**src/rtl/change_dispenser.sv**
```systemverilog
// Change payout stage: captures the owed balance once per purchase and pays it out
// greedily (5/2/1 units) one coin at a time over a req/ack hopper handshake.
module change_dispenser #(
  parameter int unsigned ACK_TIMEOUT = 8
) (
  input  logic       clk,
  input  logic       reset,
  input  logic       dispense,
  input  logic [3:0] balance,
  input  logic       coin_ack,
  output logic       coin_req,
  output logic [1:0] coin_type,
  output logic       busy,
  output logic       done,
  output logic       fault,
  output logic [3:0] remaining,
  output logic [2:0] coins_paid
);

  typedef enum logic [2:0] {StIdle, StReq, StGap, StRelease, StFault} state_e;

  localparam logic [7:0] CntLast = 8'(ACK_TIMEOUT - 1);

  state_e     state_q;
  logic [7:0] cnt_q;
  logic [3:0] rem_after_ack;

  function automatic logic [1:0] pick_coin(input logic [3:0] amt);
    if (amt >= 4'd5) begin
      return 2'b11;
    end else if (amt >= 4'd2) begin
      return 2'b10;
    end
    return 2'b01;
  endfunction

  function automatic logic [3:0] coin_value(input logic [1:0] t);
    logic [3:0] v;
    case (t)
      2'b11:   v = 4'd5;
      2'b10:   v = 4'd2;
      2'b01:   v = 4'd1;
      default: v = 4'd0;
    endcase
    return v;
  endfunction

  // Greedy choice guarantees the coin never exceeds the amount still owed.
  always_comb begin
    rem_after_ack = remaining - coin_value(coin_type);
  end

  always_ff @(posedge clk) begin
    if (!reset) begin
      state_q    <= StIdle;
      cnt_q      <= 8'd0;
      coin_req   <= 1'b0;
      coin_type  <= 2'b00;
      busy       <= 1'b0;
      done       <= 1'b0;
      fault      <= 1'b0;
      remaining  <= 4'd0;
      coins_paid <= 3'd0;
    end else begin
      done <= 1'b0;
      unique case (state_q)
        StIdle: begin
          if (dispense) begin
            remaining  <= balance;
            coins_paid <= 3'd0;
            cnt_q      <= 8'd0;
            if (balance == 4'd0) begin
              done    <= 1'b1;
              busy    <= 1'b0;
              state_q <= StRelease;
            end else begin
              busy      <= 1'b1;
              coin_req  <= 1'b1;
              coin_type <= pick_coin(balance);
              state_q   <= StReq;
            end
          end
        end
        StReq: begin
          // An ack on the timeout edge still wins.
          if (coin_ack) begin
            remaining  <= rem_after_ack;
            coins_paid <= coins_paid + 3'd1;
            coin_req   <= 1'b0;
            coin_type  <= 2'b00;
            cnt_q      <= 8'd0;
            if (rem_after_ack == 4'd0) begin
              done    <= 1'b1;
              busy    <= 1'b0;
              state_q <= StRelease;
            end else begin
              state_q <= StGap;
            end
          end else if (cnt_q == CntLast) begin
            coin_req  <= 1'b0;
            coin_type <= 2'b00;
            fault     <= 1'b1;
            state_q   <= StFault;
          end else begin
            cnt_q <= cnt_q + 8'd1;
          end
        end
        StGap: begin
          coin_req  <= 1'b1;
          coin_type <= pick_coin(remaining);
          state_q   <= StReq;
        end
        StRelease: begin
          // Wait for the strobe to drop so a held dispense is not captured twice.
          if (!dispense) begin
            state_q <= StIdle;
          end
        end
        StFault: begin
        end
        default: state_q <= StIdle;
      endcase
    end
  end

endmodule
```
**config.mk**
```make
export PLATFORM = sky130hd
export DESIGN_NAME = change_dispenser
export DESIGN_NICKNAME = d
export VERILOG_FILES = /design/src/rtl/change_dispenser.sv
export SDC_FILE = /design/constraint.sdc
export NUM_CORES = 1
export LEC_CHECK = 0
export CORE_UTILIZATION = 48
export DETAILED_ROUTE_END_ITERATION = 6
export MAX_ROUTING_LAYER = met4
export PLACE_DENSITY_LB_ADDON = 0.2
export SETUP_SLACK_MARGIN = 0.02
export SYNTH_ARGS = -nofsm -noshare
export SYNTH_HDL_FRONTEND = slang
export SYNTH_SLANG_ARGS = --single-unit
```
**constraint.sdc**
```tcl
create_clock -name clk -period 1.9 [get_ports clk]
set_clock_uncertainty 0.05 [all_clocks]
set_input_delay 0.19 -clock clk [delete_from_list [all_inputs] [get_ports clk]]
set_output_delay 0.19 -clock clk [all_outputs]
set_load 0.01 [all_outputs]
```
Word-level counts from Yosys, hierarchy flattened
Cells that the tools add are included.

Memories: 0. Register bits: 24. Bits in writable memories: 0. Latch bits: 0. Bits in read-only memories: 0.

Equality and inequality tests: 15. Add/subtract/negate cells: 3. Muxes and demuxes: 54. Multipliers: 0. Order comparisons: 4. Bitwise logic cells: 2. Shift-type cells: 0. Div/mod/pow operators: 0. Reductions and logical operators: 11.

Operators by type and width (number): two-way mux 8 bit (3); two-way mux 1 bit (23); two-way mux 2 bit (11); two-way mux 3 bit (6); case mux 8 bit (2 select lines) (1); case mux 3 bit (5 select lines) (1); AND reduction 4 bit (3); != test 2 bit, second input constant (5); case mux 3 bit (3 select lines) (1); AND reduction 3 bit (3); adder 8 x 1 -> 8 bit, second input constant (1); equality test 8 x 3 -> 1 bit, second input constant (1); >= comparator 4 x 2 -> 1 bit, second input constant (2); >= comparator 4 x 3 -> 1 bit, second input constant (2); logical NOT 4 bit (2); two-way mux 4 bit (2); case mux 4 bit (2 select lines) (1); equality test 3 x 2 -> 1 bit, second input constant (2); != test 3 bit, second input constant (2); case mux 2 bit (3 select lines) (1); case mux 3 bit (2 select lines) (1); equality test 2 bit, second input constant (2); case mux 1 bit (2 select lines) (2); subtractor 4 bit (1); other kinds (9) (10).

Longest topological paths before layout
Gate-level depths: netlist of the first run.

Word-level depth: 11. Depth in mapped cells: 8. Depth with buffers taken out: 8.

Least setup slack after synthesis of the first run
OpenSTA, ideal clock, no wires.

Kind: register to register. Start: register coin_type[0]. End: register remaining[3]. Clock period less this slack: 1916 ps. Buffers on the path: 0. Stages on the path, launching flop included: 8. Setup slack: -16 ps. Arrival: 1774 ps. Path through: dfxtp_1 nand2b_1 ha_1 nor2b_1 o21a_1 or2_2 o31a_1 o32ai_1.

Longest elaborated chain between the ends: 5. Elaborated cells on any way between the ends: 7. Classes of those cells: add/sub (1); eq/ne (3); mux (3).

Ends and longest elaborated chain: from (decl) (RTL line 12) `output logic [1:0] coin_type,`; from (signal assigned) (RTL line 79) `coin_type <= pick_coin(balance);`; from (signal assigned) (RTL line 110) `coin_type <= pick_coin(remaining);`; equality test 2 x 1 -> 1 bit or equality test 2 bit (tied branches) (RTL line 39) `case (t)`; case mux 3 bit (3 select lines) * (RTL line 39); subtractor 4 bit * (RTL line 50) `rem_after_ack = remaining - coin_value(coin_type);`; two-way mux 4 bit * (RTL line 86) `if (coin_ack) begin`; case mux 4 bit (2 select lines) * (RTL line 66) `unique case (state_q)`; to (signal assigned) (RTL line 69) `remaining <= balance;`; to (signal assigned) (RTL line 87) `remaining <= rem_after_ack;`; to (decl) (RTL line 16) `output logic [3:0] remaining,`.

Mark *: on every way between the ends. The rest lies on a longest branch, timed or not. The select of a mux whose other input is x is not followed. A chain may end at the register's enable or synchronous reset.

Final worst setup path of the first run
Same ends and word-level chain as after synthesis.

==> results_dict.tcl, run 1 <==
set metrics [dict create \
    routedWlPerCell_um 14.62 \
    max-vdd-ir-drop_uv 732.9 \
    layout.nets 226 \
    hold_path_class "flop to flop" \
    fin_crit_ns 1.961 \
    wl_met1_um 1743 \
    crit_type "flop to flop" \
    grt_pass1_vias 1292 \
    yosys_warnings 0 \
    cts-root-buf "clkbuf_4" \
    core_area_um2 2734 \
    cts.clk_slew.worst_paths_ns 0.15 \
    io_buffers 20 \
    synthXorXnorAreaFrac 0.05707 \
    area_delta_synth_final_pct 36.59 \
    drc 0 \
    die_area_um2 3096 \
    worst_slew_pin_slew_ns 0.5704 \
    wl_met3_um 113 \
    cts_buffers 3 \
    crit_path_end_kind "flop" \
    seq_area_frac_synth 0.3478 \
    start_kind "flop" \
    num_io_pins 21 \
    path_cells "nand2b_4 -> ha_4 -> nor2b_1 -> o21a_1 -> or2_4 -> o31a_1 -> o32ai_2" \
    grt_usage 0.2551 \
    total_power_mw 1.591 \
    rsz0062_at_grt "true" \
    synth_compound_area_frac 0.1676 \
    synth_fa_ha_area_frac 0.05978 \
    synth_edf_count 0 \
    highest_layer "met4" \
    powerDensity_nw_per_um2 843.4 \
    cp.required_ns 2.10 \
    critPathMaxStageDelay_ns 0.39 \
    rows 19 \
    clk_latency_ns 0.32 \
    synthSimpleGateAreaFrac 0.2962 \
    yosys-mux-area-fraction 0.007246 \
    drtPass1Iterations 4 \
    crit_arrival_ns 2.16 \
    ctsHtreeMaxLevel 1 \
    vias_per_cell 5.632 \
    synth_top_area_share 0.3478 \
    vias 1363 \
    whs_ns 0.4225 \
    wl_um 3539 \
    synthFlopType "dfxtp_1" \
    synthCells 169 \
    syn_area_per_cell_um2 8.174 \
    filler_cell_count 227 \
    maxSlewHeadroom 0.6193 \
    die_w_um 55.65 \
    wl_met2_um 1607 \
    drt-initial-drc-count 38 \
    start_util 0.5053 \
    syn_area_um2 1381 \
    max_freq_mhz 509.8 \
    final_common_cell "buf_4" \
    hold_viol 0 \
    final_cell_mix "buf_4, nor2_1, nand2_1, dfxtp_1, clkdlybuf4s50_1" \
    grt_max_degree 17 \
    dp_hpwl_um 2627 \
    ys_top_cells_by_area "dfxtp_1, nor2_1, nand2_1, ha_1, a21oi_1" \
    cts_tree "yes" \
    drtAntennaViolNets 0 \
    place_congestion 0.8528 \
    place_ws_ns -0.2058 \
    synth-seq-cells 24 \
    synth_nets 183 \
    synth_top_family_by_area "simple AND/OR/NAND/NOR gates" \
    fin_tns_setup_ns -0.09223 \
    worst-path-max-fanout 3 \
    setup_ws_ns -0.06137 \
    post-route-period-util 1.032 \
    outcome "complete, but fails checks" \
    slew_violations 0 \
    async_reset_ff_frac 0 \
    maxCapViolCount 0 \
    violations "negative setup slack" \
    critPathSlowestCell "dfxtp_4" \
    drive_above_1_share 0.2417 \
    leakage_nw 0.7495 \
    grt_pass1_wl_um 5975 \
    cts_sinks 24 \
    clk_path_buf_depth 2 \
    insertedDiodeCount 0 \
    antenna_found_initial 0 \
    setup_viol 2 \
    synth_top_area_cell "dfxtp_1" \
    synth.distinct_cells 45 \
    die_y_um 55.65 \
    overflow 0 \
]
## logic make-up (layout without fill, tap and decap cells)
| family | Yosys count | after routing |
|---|---|---|
| flip-flops | 24 | 24 |
| buffers and inverters | 14 | 56 |
| AND/OR/NAND/NOR | 81 | 81 |
| adder cells (fa/ha/maj) | 6 | 6 |
| XOR/XNOR | 9 | 9 |
| multiplexers | 1 | 1 |
| AO/OA/AOI/OAI | 34 | 34 |
## final timing paths
path / depth (start not counted) / to / from / slack, ns
max: 7 / remaining[3]$_SDFFE_PN0P_ / coin_type[0]$_SDFFE_PN0P_ / -0.06
min: 2 / fault$_SDFFE_PN0P_ / fault$_SDFFE_PN0P_ / 0.42
max reg2reg: 7 / remaining[3]$_SDFFE_PN0P_ / coin_type[0]$_SDFFE_PN0P_ / -0.06
min reg2reg: 2 / fault$_SDFFE_PN0P_ / fault$_SDFFE_PN0P_ / 0.42
## report_power, final
part           internal [mW]  switching [mW]  total, mW
sequential             0.546          0.0533      0.600
combinational          0.334           0.275      0.608
clock                  0.213           0.170      0.383
total                   1.09           0.498       1.59
## layer usage
metal,vias to the layer above,track usage
li1,680,-
met1,636,0.3383
met2,41,0.3959
met3,6,0.02326
met4,0,0.1179
met5,-,-
## synth_stat cells, types with 2 or more instances
| library cell | n |
|---|---|
| a31oi_1 | 3 |
| nor3_1 | 7 |
| clkbuf_1 | 3 |
| dfxtp_1 | 24 |
| o211ai_1 | 2 |
| buf_6 | 3 |
| a211oi_1 | 3 |
| ha_1 | 5 |
| o21ai_0 | 6 |
| nor2_1 | 23 |
| nand4_1 | 2 |
| a311oi_1 | 2 |
| nor4b_1 | 2 |
| xor2_1 | 6 |
| inv_1 | 6 |
| nand2_1 | 22 |
| nor2b_1 | 2 |
| and3_1 | 2 |
| or4_4 | 2 |
| a21oi_1 | 11 |
| nand2b_1 | 3 |
| xnor2_1 | 3 |
| nand3_1 | 5 |
## worst max-delay path, delay by kind of cell, from the launching register on
kind | cells | cell delay, ns
AOI/OAI and AO/OA | 3 | 0.71
and+or+nand+nor | 3 | 0.52
DFF | 1 | 0.39
adders and majority gates | 1 | 0.21
## per-stage QoR
stage	cell area [um2]	cells	util
6_report	1887	242	0.6902
3_3_place_gp	1744	236	0.6380
2_1_floorplan	1391	169	-
5_1_grt	1887	242	0.6902
4_1_cts	1863	242	0.6815
3_5_place_dp	1744	236	0.6380
## what timing repair did
item                                    in CTS  in global routing
setup buffers                                2                  0
endpoints found under the setup margin       4                  8
pin swaps                                    8                  8
hold buffers                                 0                  0
gates resized for setup                     13                  5
## final cells by class
class,count,area [um2],share of cell area
clock buffers,3,22.52,0.01194
clock inverters,1,30.03,0.01592
inverters,6,22.52,0.01194
multi-input cells,131,889.6,0.4715
flip-flops and latches,24,488.0,0.2586
well taps,31,38.79,0.02056
repair buffers,46,395.4,0.2095
## state kept, by name, summed over array words and instances, names as in the netlist
name and count:
fault 1, busy 1, coin_type 2, coin_req 1, done 1, state_q 3
coins_paid 3, cnt_q 8, remaining 4
(Power assumes the default switching activity.)
==> inputs of run 2 (changes only) <==
--- a/config.mk
+++ b/config.mk
@@ -6,7 +6,9 @@
 export NUM_CORES = 1
 export LEC_CHECK = 0
 export CORE_UTILIZATION = 48
+export CTS_CLUSTER_SIZE = 20
 export DETAILED_ROUTE_END_ITERATION = 6
+export GPL_ROUTABILITY_DRIVEN = 0
 export MAX_ROUTING_LAYER = met4
 export PLACE_DENSITY_LB_ADDON = 0.2
 export SETUP_SLACK_MARGIN = 0.02
==> run 2 against run 1 <==
Effect of this change:
- the run still ends with negative setup slack left
- non-clock buffer count rose by 2
- utilization up 0.82 points
- flip-flop and latch count unchanged
- cell count up 0.83%
- sequential share of layout area down 0.44 points
- design area increased by 1.2%
- global-route usage shrank 0.67 points
- sequential power shrank 0.7%
- die area stayed put
- critical endpoint unchanged
==> results_dict.tcl, run 2 (synthesis gave the netlist of run 1 again) <==
set metrics [dict create \
    start_kind "flop" \
    setup_viol 3 \
    dp_hpwl_um 2543 \
    top_regs "cnt_q x8, remaining x4" \
    rows 19 \
    multiInputGateArea_um2 895.9 \
    regMostFlops "cnt_q" \
    rsz0062_at_grt "true" \
    violations "negative setup slack" \
    worst_slew_pin_slew_ns 0.5732 \
    die_w_um 55.65 \
    crit_type "flop to flop" \
    hold_path_class "flop to flop" \
    drc 0 \
    cts_tree "yes" \
    total_power_mw 1.606 \
    worst-path-max-fanout 3 \
    io_buffers 20 \
    grt_usage 0.2483 \
    filler_cell_count 223 \
    antenna_found_initial 0 \
    grt_pass1_vias 1321 \
    leakage_nw 0.7594 \
    routedWlPerCell_um 14.86 \
    maxCapViolCount 0 \
    post-route-period-util 1.026 \
    final_common_cell "buf_4" \
    grt_pass1_wl_um 5809 \
    start_util 0.5053 \
    whs_ns 0.4223 \
    vias_per_cell 5.602 \
    drtAntennaViolNets 0 \
    fin_crit_ns 1.949 \
    area_delta_synth_final_pct 38.22 \
    ctsHtreeMaxLevel 1 \
    maxSlewHeadroom 0.6174 \
    cts_buffers 3 \
    grt_max_degree 17 \
    layout.nets 228 \
    hold_viol 0 \
    powerDensity_nw_per_um2 841.3 \
    max_freq_mhz 513.0 \
    wl_um 3627 \
    die_area_um2 3096 \
    vias 1367 \
    core_area_um2 2734 \
    cts_sinks 24 \
    cts-root-buf "clkbuf_4" \
    clk_latency_ns 0.32 \
    die_y_um 55.65 \
    cp.required_ns 2.08 \
    insertedDiodeCount 0 \
    cts.clk_slew.worst_paths_ns 0.14 \
    setup_ws_ns -0.04929 \
    fin_tns_setup_ns -0.1084 \
    final_cell_mix "buf_4, nor2_1, nand2_1, dfxtp_1, clkdlybuf4s50_1" \
    crit_path_end_kind "flop" \
    drtPass1Iterations 4 \
    drt-initial-drc-count 84 \
    num_io_pins 21 \
    outcome "complete, but fails checks" \
    crit_arrival_ns 2.13 \
    regArea_um2 485.5 \
    drive_above_1_share 0.2394 \
    overflow 0 \
    largest_reg_flops 8 \
    clk_path_buf_depth 2 \
    slew_violations 0 \
    max-vdd-ir-drop_uv 692.1 \
]
-- run 2: what timing repair did --
action | in CTS | in global routing
hold endpoints to repair | 0 | 0
pin swaps | 9 | 7
gates resized for setup | 10 | 6
hold buffers | 0 | 0
buffers inserted | 4 | 0
setup endpoints to repair | 4 | 8
-- run 2: critical path, cell delays in order (launching register included) --
cell and delay, ns:
dfxtp_4 0.38, nand2b_4 0.16, ha_4 0.21, nor2b_1 0.12
o21a_1 0.20, or2_4 0.24, o31a_1 0.25, o32ai_2 0.25
-- run 2: final timing paths --
kind	startpoint	end	slack (ns)	cells past startpoint
setup / recovery	coin_type[0]$_SDFFE_PN0P_	remaining[3]$_SDFFE_PN0P_	-0.05	7
hold reg to reg	fault$_SDFFE_PN0P_	fault$_SDFFE_PN0P_	0.42	2
setup reg to reg	coin_type[0]$_SDFFE_PN0P_	remaining[3]$_SDFFE_PN0P_	-0.05	7
hold / removal	fault$_SDFFE_PN0P_	fault$_SDFFE_PN0P_	0.42	2
-- run 2: layer usage --
layer / wire length [um] / global-route usage / share of wire / vias up
met5: 0 / - / 0 / -
met4: 55 / 0.1071 / 0.015 / 0
met3: 247 / 0.02558 / 0.068 / 6
met2: 1740 / 0.4028 / 0.48 / 54
met1: 1585 / 0.3156 / 0.44 / 627
li1: - / - / - / 680
-- run 2: per-stage QoR --
step	setup slack [ns]	util	cell area [um2]	std cells
2_1_floorplan	0.04037	-	1391	169
3_3_place_gp	-0.1537	0.6380	1744	236
3_5_place_dp	-0.1958	0.6380	1744	236
4_1_cts	-0.1129	0.6860	1876	244
5_1_grt	-0.1366	0.6984	1909	244
6_report	-0.04929	0.6984	1909	244
-- run 2: area by class of cell --
cell class	count	area share
clock buffer	3	0.01180
tap	31	0.02031
timing repair buffer	48	0.2169
inverter	6	0.01180
sequential	24	0.2543
clock inverter	1	0.01573
multi-input combinational	131	0.4692
-- run 2: power by group --
part | internal, mW | total (mW) | switching, mW | leakage [nW]
registers | 0.545 | 0.596 | 0.0515 | 0.197
clock network | 0.213 | 0.375 | 0.162 | 0.0279
logic | 0.347 | 0.635 | 0.288 | 0.535
total | 1.11 | 1.61 | 0.501 | 0.759
